--- config.mk ---
export PLATFORM = sky130hd
export DESIGN_NAME = mul_issue_arbiter
export DESIGN_NICKNAME = d
export VERILOG_FILES = /design/src/rtl/mul_issue_arbiter.sv
export SDC_FILE = /design/constraint.sdc
export NUM_CORES = 1
export LEC_CHECK = 0
export CAP_MARGIN = 20
export CORE_MARGIN = 5
export CORE_UTILIZATION = 49
export CTS_CLUSTER_SIZE = 24
export DETAILED_ROUTE_END_ITERATION = 10
export GPL_TIMING_DRIVEN = 0
export PLACE_DENSITY = 0.8
export SETUP_SLACK_MARGIN = 0.02
export SLEW_MARGIN = 20
export SYNTH_ARGS = -nofsm -noshare
export SYNTH_HDL_FRONTEND = slang
export SYNTH_SLANG_ARGS = --single-unit
--- constraint.sdc ---
create_clock -name clk -period 3.5 [get_ports clk]
set_input_delay 0.7 -clock clk [delete_from_list [all_inputs] [get_ports clk]]
set_output_delay 0.7 -clock clk [all_outputs]
set_load 0.1 [all_outputs]
--- src/rtl/mul_issue_arbiter.sv ---
// Round-robin issue arbiter sharing one pipelined multiplier between two requesters.
// Tracks in-flight ops to steer results home and to stall self-dependent requests.
module mul_issue_arbiter #(
  parameter int LATENCY = 5
) (
  input  logic       clk,
  input  logic       rst,
  input  logic [1:0] req_valid,
  output logic [1:0] req_ready,
  input  logic [9:0] req_rd,
  input  logic [9:0] req_rs1,
  input  logic [9:0] req_rs2,
  input  logic [3:0] req_mul_control,
  input  logic [1:0] flush,
  output logic       mul_issue_valid,
  output logic       mul_issue_sel,
  output logic [1:0] mul_issue_control,
  output logic [4:0] mul_issue_rd,
  input  logic       mul_wb_valid,
  output logic [1:0] result_valid,
  output logic [4:0] result_rd,
  output logic       busy
);

  localparam int DEPTH = LATENCY + 1;

  typedef struct packed {
    logic       valid;
    logic       owner;
    logic [4:0] rd;
  } trk_t;

  trk_t       trk [DEPTH];
  trk_t       tail;
  logic       ptr;
  logic [1:0] hazard;
  logic [1:0] eligible;
  logic [1:0] grant;
  logic       grant_idx;
  logic [4:0] grant_rd;
  logic [1:0] grant_ctl;

  // A requester only waits on its own producers; every stage up to and
  // including the result cycle still counts as unwritten.
  always_comb begin
    hazard = '0;
    for (int k = 0; k < DEPTH; k++) begin
      for (int i = 0; i < 2; i++) begin
        if (trk[k].valid && trk[k].owner == 1'(i) &&
            ((req_rs1[i*5 +: 5] != 5'd0 && req_rs1[i*5 +: 5] == trk[k].rd) ||
             (req_rs2[i*5 +: 5] != 5'd0 && req_rs2[i*5 +: 5] == trk[k].rd)))
          hazard[i] = 1'b1;
      end
    end
  end

  assign eligible = req_valid & ~flush & ~hazard & {2{~rst}};

  always_comb begin
    // NOTE: assign every always_comb output up front so no path can infer a latch.
    grant = eligible;
    if (&eligible) grant = ptr ? 2'b10 : 2'b01;
  end

  assign grant_idx = grant[1];
  assign grant_rd  = grant_idx ? req_rd[9:5]          : req_rd[4:0];
  assign grant_ctl = grant_idx ? req_mul_control[3:2] : req_mul_control[1:0];
  assign req_ready = grant;

  always_ff @(posedge clk) begin
    if (rst) begin
      ptr               <= 1'b0;
      mul_issue_valid   <= 1'b0;
      mul_issue_sel     <= 1'b0;
      mul_issue_control <= 2'b00;
      mul_issue_rd      <= 5'd0;
      // NOTE: the tracker is a short shift register, so every stage is reset;
      // large storage arrays would normally clear only their valid bits.
      for (int k = 0; k < DEPTH; k++) trk[k] <= '0;
    end else begin
      mul_issue_valid <= |grant;
      if (|grant) begin
        ptr               <= ~grant_idx;
        mul_issue_sel     <= grant_idx;
        mul_issue_control <= grant_ctl;
        mul_issue_rd      <= grant_rd;
      end
      trk[0] <= '{valid: |grant, owner: grant_idx, rd: grant_rd};
      // Flush squashes the owner's entries as they shift, dropping their results.
      for (int k = 1; k < DEPTH; k++) begin
        trk[k]       <= trk[k-1];
        trk[k].valid <= trk[k-1].valid && !flush[trk[k-1].owner];
      end
    end
  end

  assign tail = trk[LATENCY];

  always_comb begin
    result_valid = 2'b00;
    if (!rst && tail.valid && mul_wb_valid)
      result_valid = tail.owner ? 2'b10 : 2'b01;
  end

  assign result_rd = rst ? 5'd0 : tail.rd;

  always_comb begin
    busy = 1'b0;
    for (int k = 0; k < DEPTH; k++) busy = busy | trk[k].valid;
  end

  // A live op reaching its result cycle must coincide with the multiplier writeback.
  a_wb_missing: assert property (@(posedge clk) disable iff (rst) tail.valid |-> mul_wb_valid);

endmodule

==> impl_metrics.toml, run 1 <==
[outcome]
status = "complete, but fails checks"
violations = "setup timing"

[detailed_routing]
drc = 0
viasPerCell = 5.50
drt_iter0_markers = 242
dr_total_vias = 3316
drt-total-wl_um = 9990
dr.pass1.iters = 4
routedWlPerCell_um = 16.6
ant_nets = 0

[die]
coreArea_um2 = 7250
pin_count = 60
placementRows = 31
die_h_um = 96.4
start_util_pct = 50.4
dieArea_um2 = 9290
die_w_um = 96.4

[placed_design]
routabilityCongestion = 0.962
hpwl_um = 7410
numPortBuffers = 43

[timing]
finalWorstSetupSlack_ns = -0.0990
setup_tns_ns = -0.154
period_share_pct = 103
slew_headroom_pct = 34.6
rsz0062_at_grt = "yes"
hold_viol = 0
worst_hold_slack_ns = 0.488
finalSetupViolations = 2
tightest_slew_ns = 0.978
min_period_ns = 3.60
skew_ns = 0.0149
fmax_mhz = 278
drv_slew = 0

[grt]
antenna_found_initial = 0
grt_max_degree = 16
grt_pass1_vias = 3362
grt_use_total_pct = 22.5
gr-total-overflow = 0
grt_first_pass_wirelength_um = 16300

[synth]
syn_area_um2 = 3660
yosys_warnings = 0
synthCells = 441
async_flop_share_pct = 0
synth_nets = 482
seq_area_frac_synth_pct = 27.9
ys_ff_latch = 51
synthFlopType = "dfxtp_1"
synth_cell_types = 39
synth_edf_count = 0
avgSynthCellArea_um2 = 8.29

[finish]
syn_to_final_growth_pct = 26.6
fin_nets = 544
drive_above_1_share_pct = 16.1
final_common_cell = "xnor2_1"
mostFrequentLayoutCells = "xnor2_1, dfxtp_1, nor2b_1, clkdlybuf4s50_1"
antenna_cells = 0

[setup_path]
required_ns = 2.80
critPathLaunchType = "primary input"
r2r_end = "mul_issue_control[1]$_SDFFE_PP0P_"
cp_max_fo = 7
r2r_start = "trk[3][0]$_SDFF_PP0_"
critPathKind = "in2out"
worstPathArrival_ns = 2.90
r2r_cells = 10
crit_path_end_kind = "output port"
ff2ff_setup_slack_ns = 0.79

[clock_tree]
max-clock-path-buffers = 2
numClockSinks = 51
clk_latency_ns = 0.31
clk_pin_slew_ns = 0.10
cts_tree = "yes"
cts-root-buf = "clkbuf_8"
cts_buffers = 5
ctsHtreeMaxLevel = 2

[pwr]
ir_drop_mv = 0.236
power_per_cell_area_nw_per_um2 = 309
power_w = 0.00143
p_leak_nw = 1.54

[min_path]
hold_start = "mul_issue_rd[4]$_SDFFE_PP0P_"
hold_end = "mul_issue_rd[4]$_SDFFE_PP0P_"
hold_depth = 2
hp-class = "reg2reg"

[run]
maxCapViolCount = 0
[synth_stat cells (all sizes together), types with 5 or more instances]
master	count	share of area [%]
xnor2	120	29
dfxtp	51	28
clkbuf	39	4.0
nor2b	37	6.3
nand3	27	3.7
buf	25	4.3
o211ai	24	5.5
nand2	16	1.6
o21ai	16	2.2
o22ai	11	1.9
a22oi	10	2.1
a21oi	8	1.1
and2	8	1.4
nand2b	7	1.2
nor2	7	0.72
nor4	7	1.2
inv	5	0.51
or4	5	1.3
[critical path, cell delays in order]
cell and delay [ns]:
buf_12 0.12, or4_4 0.60, o211ai_2 0.19, o22ai_2 0.12, a32o_2 0.28, or4_4 0.55
nor2_4 0.15, buf_12 0.18
[metrics by stage]
step	instances	setup WS (ns)	cell area, um2	utilization, %
detailed placement	583	-1.72	4250	58.5
floorplan	441	-0.475	3690	-
finish	603	-0.0990	4630	63.8
global route	603	-0.159	4630	63.8
global placement	583	-1.70	4250	58.5
CTS	597	-0.160	4570	63.0
[metal layers]
metal / vias up / global-route usage, % / wire length (um)
li1: 1592 / - / -
met1: 1552 / 27.6 / 4230
met2: 140 / 36.6 / 4730
met3: 32 / 4.49 / 614
met4: 0 / 12.7 / 415
met5: - / 0 / 0
[power by group]
group          switching [W]  internal, W  leakage (nW)
Clock               0.000196     0.000140        0.0412
Combinational       0.000278     0.000201          1.08
Sequential         0.0000120     0.000604         0.417
[worst max-delay path by stage]
stage | startpoint | end | slack [ns] | depth (start not counted)
6_report | req_rs1[7] | req_ready[1] | -0.1 | 8
5_1_grt | req_rs2[6] | req_ready[1] | -0.16 | 8
4_1_cts | req_rs2[6] | req_ready[1] | -0.16 | 9
3_5_place_dp | req_rs2[5] | req_ready[1] | -1.72 | 11
3_3_place_gp | req_rs2[5] | req_ready[1] | -1.70 | 11
2_1_floorplan | req_rs2[7] | req_ready[1] | -0.47 | 10
[sequential cells by signal (all words and copies together), names as in the netlist]
signal             count
trk                   41
mul_issue_rd           5
mul_issue_control      2
mul_issue_sel          1
mul_issue_valid        1
ptr                    1
[what timing repair did]
item                                   4_1_cts  5_1_grt
setup buffers                               10        7
setup endpoints to repair                   12        4
pin swaps                                   17       11
hold buffers                                 0        0
endpoints found under the hold margin        0        0
resized for setup                           80       14
[cell families (layout without fill, tap and decap cells)]
family / count (synthesis) / after routing / share of synthesized area, %
simple gates: 121 / 121 / 18.8
xor+xnor: 120 / 120 / 28.7
buf+inv: 69 / 132 / 8.86
compound gates: 80 / 80 / 15.6
flops: 51 / 51 / 27.9
[final cells by class]
cell class / instances / area (um2)
timing repair buffer: 60 / 577
clock buffer: 6 / 72.6
clock inverter: 2 / 12.5
multi-input combinational: 321 / 2410
buffer: 59 / 389
tap: 99 / 124
sequential: 51 / 1020
fill: 580 / 2620
inverter: 5 / 18.8
No activity file was read; power rests on OpenSTA's default activity.
==> run 2, diff against run 1 <==
CORE_UTILIZATION = 54   (was 49)
PLACE_DENSITY = 0.84   (was 0.8)
clock period = 3.84 ns   (was 3.5 ns; I/O delays follow)
==> impl_metrics.toml, run 2 (synthesis results as in run 1) <==
[setup_path]
critPathLaunchType = "primary input"
ff2ff_setup_slack_ns = 1.15
r2r_start = "trk[3][0]$_SDFF_PP0_"
critical_path.startpoint = "req_rs2[7]"
max_stage_delay_ns = 0.60
cp_slowest_cell = "or4_4"
critPathKind = "in2out"
required_ns = 3.07
path_cells = "buf_6 -> or4_4 -> o211ai_1 -> o22ai_2 -> a32o_2 -> or4_4 -> nor2_4 -> buf_12"
cp_common_cell = "or4_4"
critPathCapture = "req_ready[1]"
r2r_cells = 10
worstPathArrival_ns = 2.99
crit_path_end_kind = "output port"
cp_max_fo = 7
r2r_end = "mul_issue_control[1]$_SDFFE_PP0P_"

[detailed_routing]
viasPerCell = 5.75
dr.pass1.iters = 5
dr_total_vias = 3340
drt_iter0_markers = 328
routedWlPerCell_um = 17.5
drc = 0
ant_nets = 0
drt-total-wl_um = 10200

[run]
maxCapViolCount = 0

[placed_design]
routabilityCongestion = 0.926
hpwl_um = 7250
numPortBuffers = 43
place_area_um2 = 4220

[die]
pin_count = 60
die_h_um = 92.3
placementRows = 30
coreArea_um2 = 6680
start_util_pct = 54.7
dieArea_um2 = 8520
die_w_um = 92.3

[grt]
grt_max_degree = 17
antenna_found_initial = 0
gr-total-overflow = 0
grt_first_pass_wirelength_um = 16000
grt_use_total_pct = 23.6
grt_pass1_vias = 3134

[clock_tree]
ctsHtreeMaxLevel = 2
cts_tree = "yes"
cts_buffers = 5
postCtsHoldBufs = 0
max-clock-path-buffers = 2
numClockSinks = 51
cts-root-buf = "clkbuf_8"
clk_pin_slew_ns = 0.11
clk_latency_ns = 0.32

[pwr]
power_per_cell_area_nw_per_um2 = 307
ir_drop_mv = 0.313
p_leak_nw = 1.51

[finish]
mostFrequentLayoutCells = "xnor2_1, dfxtp_1, nor2b_1, clkdlybuf4s50_1"
drive_above_1_share_pct = 14.8
syn_to_final_growth_pct = 24.6
reg_top3 = "trk: 41 flops, mul_issue_rd: 5 flops, mul_issue_control: 2 flops"
n_fill_cell = 528
antenna_cells = 0
final_cell_area_um2 = 4560
fin_nets = 541
final_common_cell = "xnor2_1"
regMostFlops = "trk"
largest_reg_flops = 41

[timing]
min_period_ns = 3.76
drv_slew = 0
fmax_mhz = 266
hold_viol = 0
slew_headroom_pct = 33.7
skew_ns = 0.0181
worst_hold_slack_ns = 0.484
period_share_pct = 97.9
setup_tns_ns = 0
finalSetupViolations = 0
rsz0062_at_grt = "no"
tightest_slew_ns = 0.991

[min_path]
hp-class = "reg2reg"
hold_start = "mul_issue_rd[1]$_SDFFE_PP0P_"

[outcome]
status = "finished, final reports clean"
run 2: cell types whose count changed in the layout (fill, tap and decap cells not counted), moves of 2 or more:
cell             previous run  this run
buf_4                      20        17
clkdlybuf4s50_1            32        37
buf_2                       1         7
clkbuf_4                    3         1
dlygate4sd2_1               5         1
buf_12                      6         4
run 2: area by class of cell:
cell class | count | area (um2) | share of cell area [%]
timing repair buffer | 58 | 568 | 12.5
multi-input combinational | 321 | 2400 | 52.7
clock buffer | 6 | 82.6 | 1.81
clock inverter | 2 | 38.8 | 0.851
tap | 80 | 100 | 2.20
sequential | 51 | 1020 | 22.4
inverter | 5 | 18.8 | 0.412
buffer | 58 | 324 | 7.11
run 2: how the worst min path moves through the flow:
stage / cells past startpoint / slack [ns] / end
after floorplan: 2 / 0.45 / trk[4][5]$_SDFF_PP0_
after global placement: 2 / 0.46 / trk[1][5]$_SDFF_PP0_
after detailed placement: 2 / 0.47 / trk[1][5]$_SDFF_PP0_
after CTS: 2 / 0.48 / trk[4][5]$_SDFF_PP0_
after global routing: 1 / 0.52 / trk[5][6]$_SDFF_PP0_
final: 2 / 0.48 / mul_issue_rd[1]$_SDFFE_PP0P_
run 2: critical path, delay by kind of cell:
family	cells	cell delay [ns]
compound gates	3	0.60
buf+inv	2	0.30
simple gates	3	1.30
run 2: power by group:
| part | leakage, nW | internal [W] | total [W] | switching (W) |
|---|---|---|---|---|
| clock network | 0.0618 | 0.000215 | 0.000407 | 0.000193 |
| registers | 0.417 | 0.000550 | 0.000561 | 0.0000106 |
| logic | 1.03 | 0.000175 | 0.000431 | 0.000256 |
run 2: layer usage:
metal	track usage (%)	vias up	share of wire [%]	routed length, um
li1	-	1585	-	-
met1	30.2	1554	40	4110
met3	3.86	28	7.3	742
met2	39.3	173	49	4960
met5	0	-	0	0
met4	9.53	0	3.4	344
run 2: per-stage QoR:
stage | setup slack, ns | utilization [%] | cells | power [W]
6_report | 0.0807 | 68.2 | 581 | 0.00140
5_1_grt | 0.0272 | 68.2 | 581 | 0.00145
4_1_cts | 0.00147 | 66.3 | 573 | 0.00138
3_5_place_dp | -1.54 | 63.1 | 564 | 0.000976
3_3_place_gp | -1.48 | 63.1 | 564 | 0.000966
2_1_floorplan | -0.271 | - | 441 | 0.000878
run 2: repair_timing:
| action | CTS | global route |
|---|---|---|
| gates cloned | 0 | 0 |
| gates resized for setup | 42 | 28 |
| endpoints found under the setup margin | 4 | 4 |
| pin swaps | 6 | 14 |
| hold endpoints to repair | 0 | 0 |
| buffers inserted | 4 | 11 |
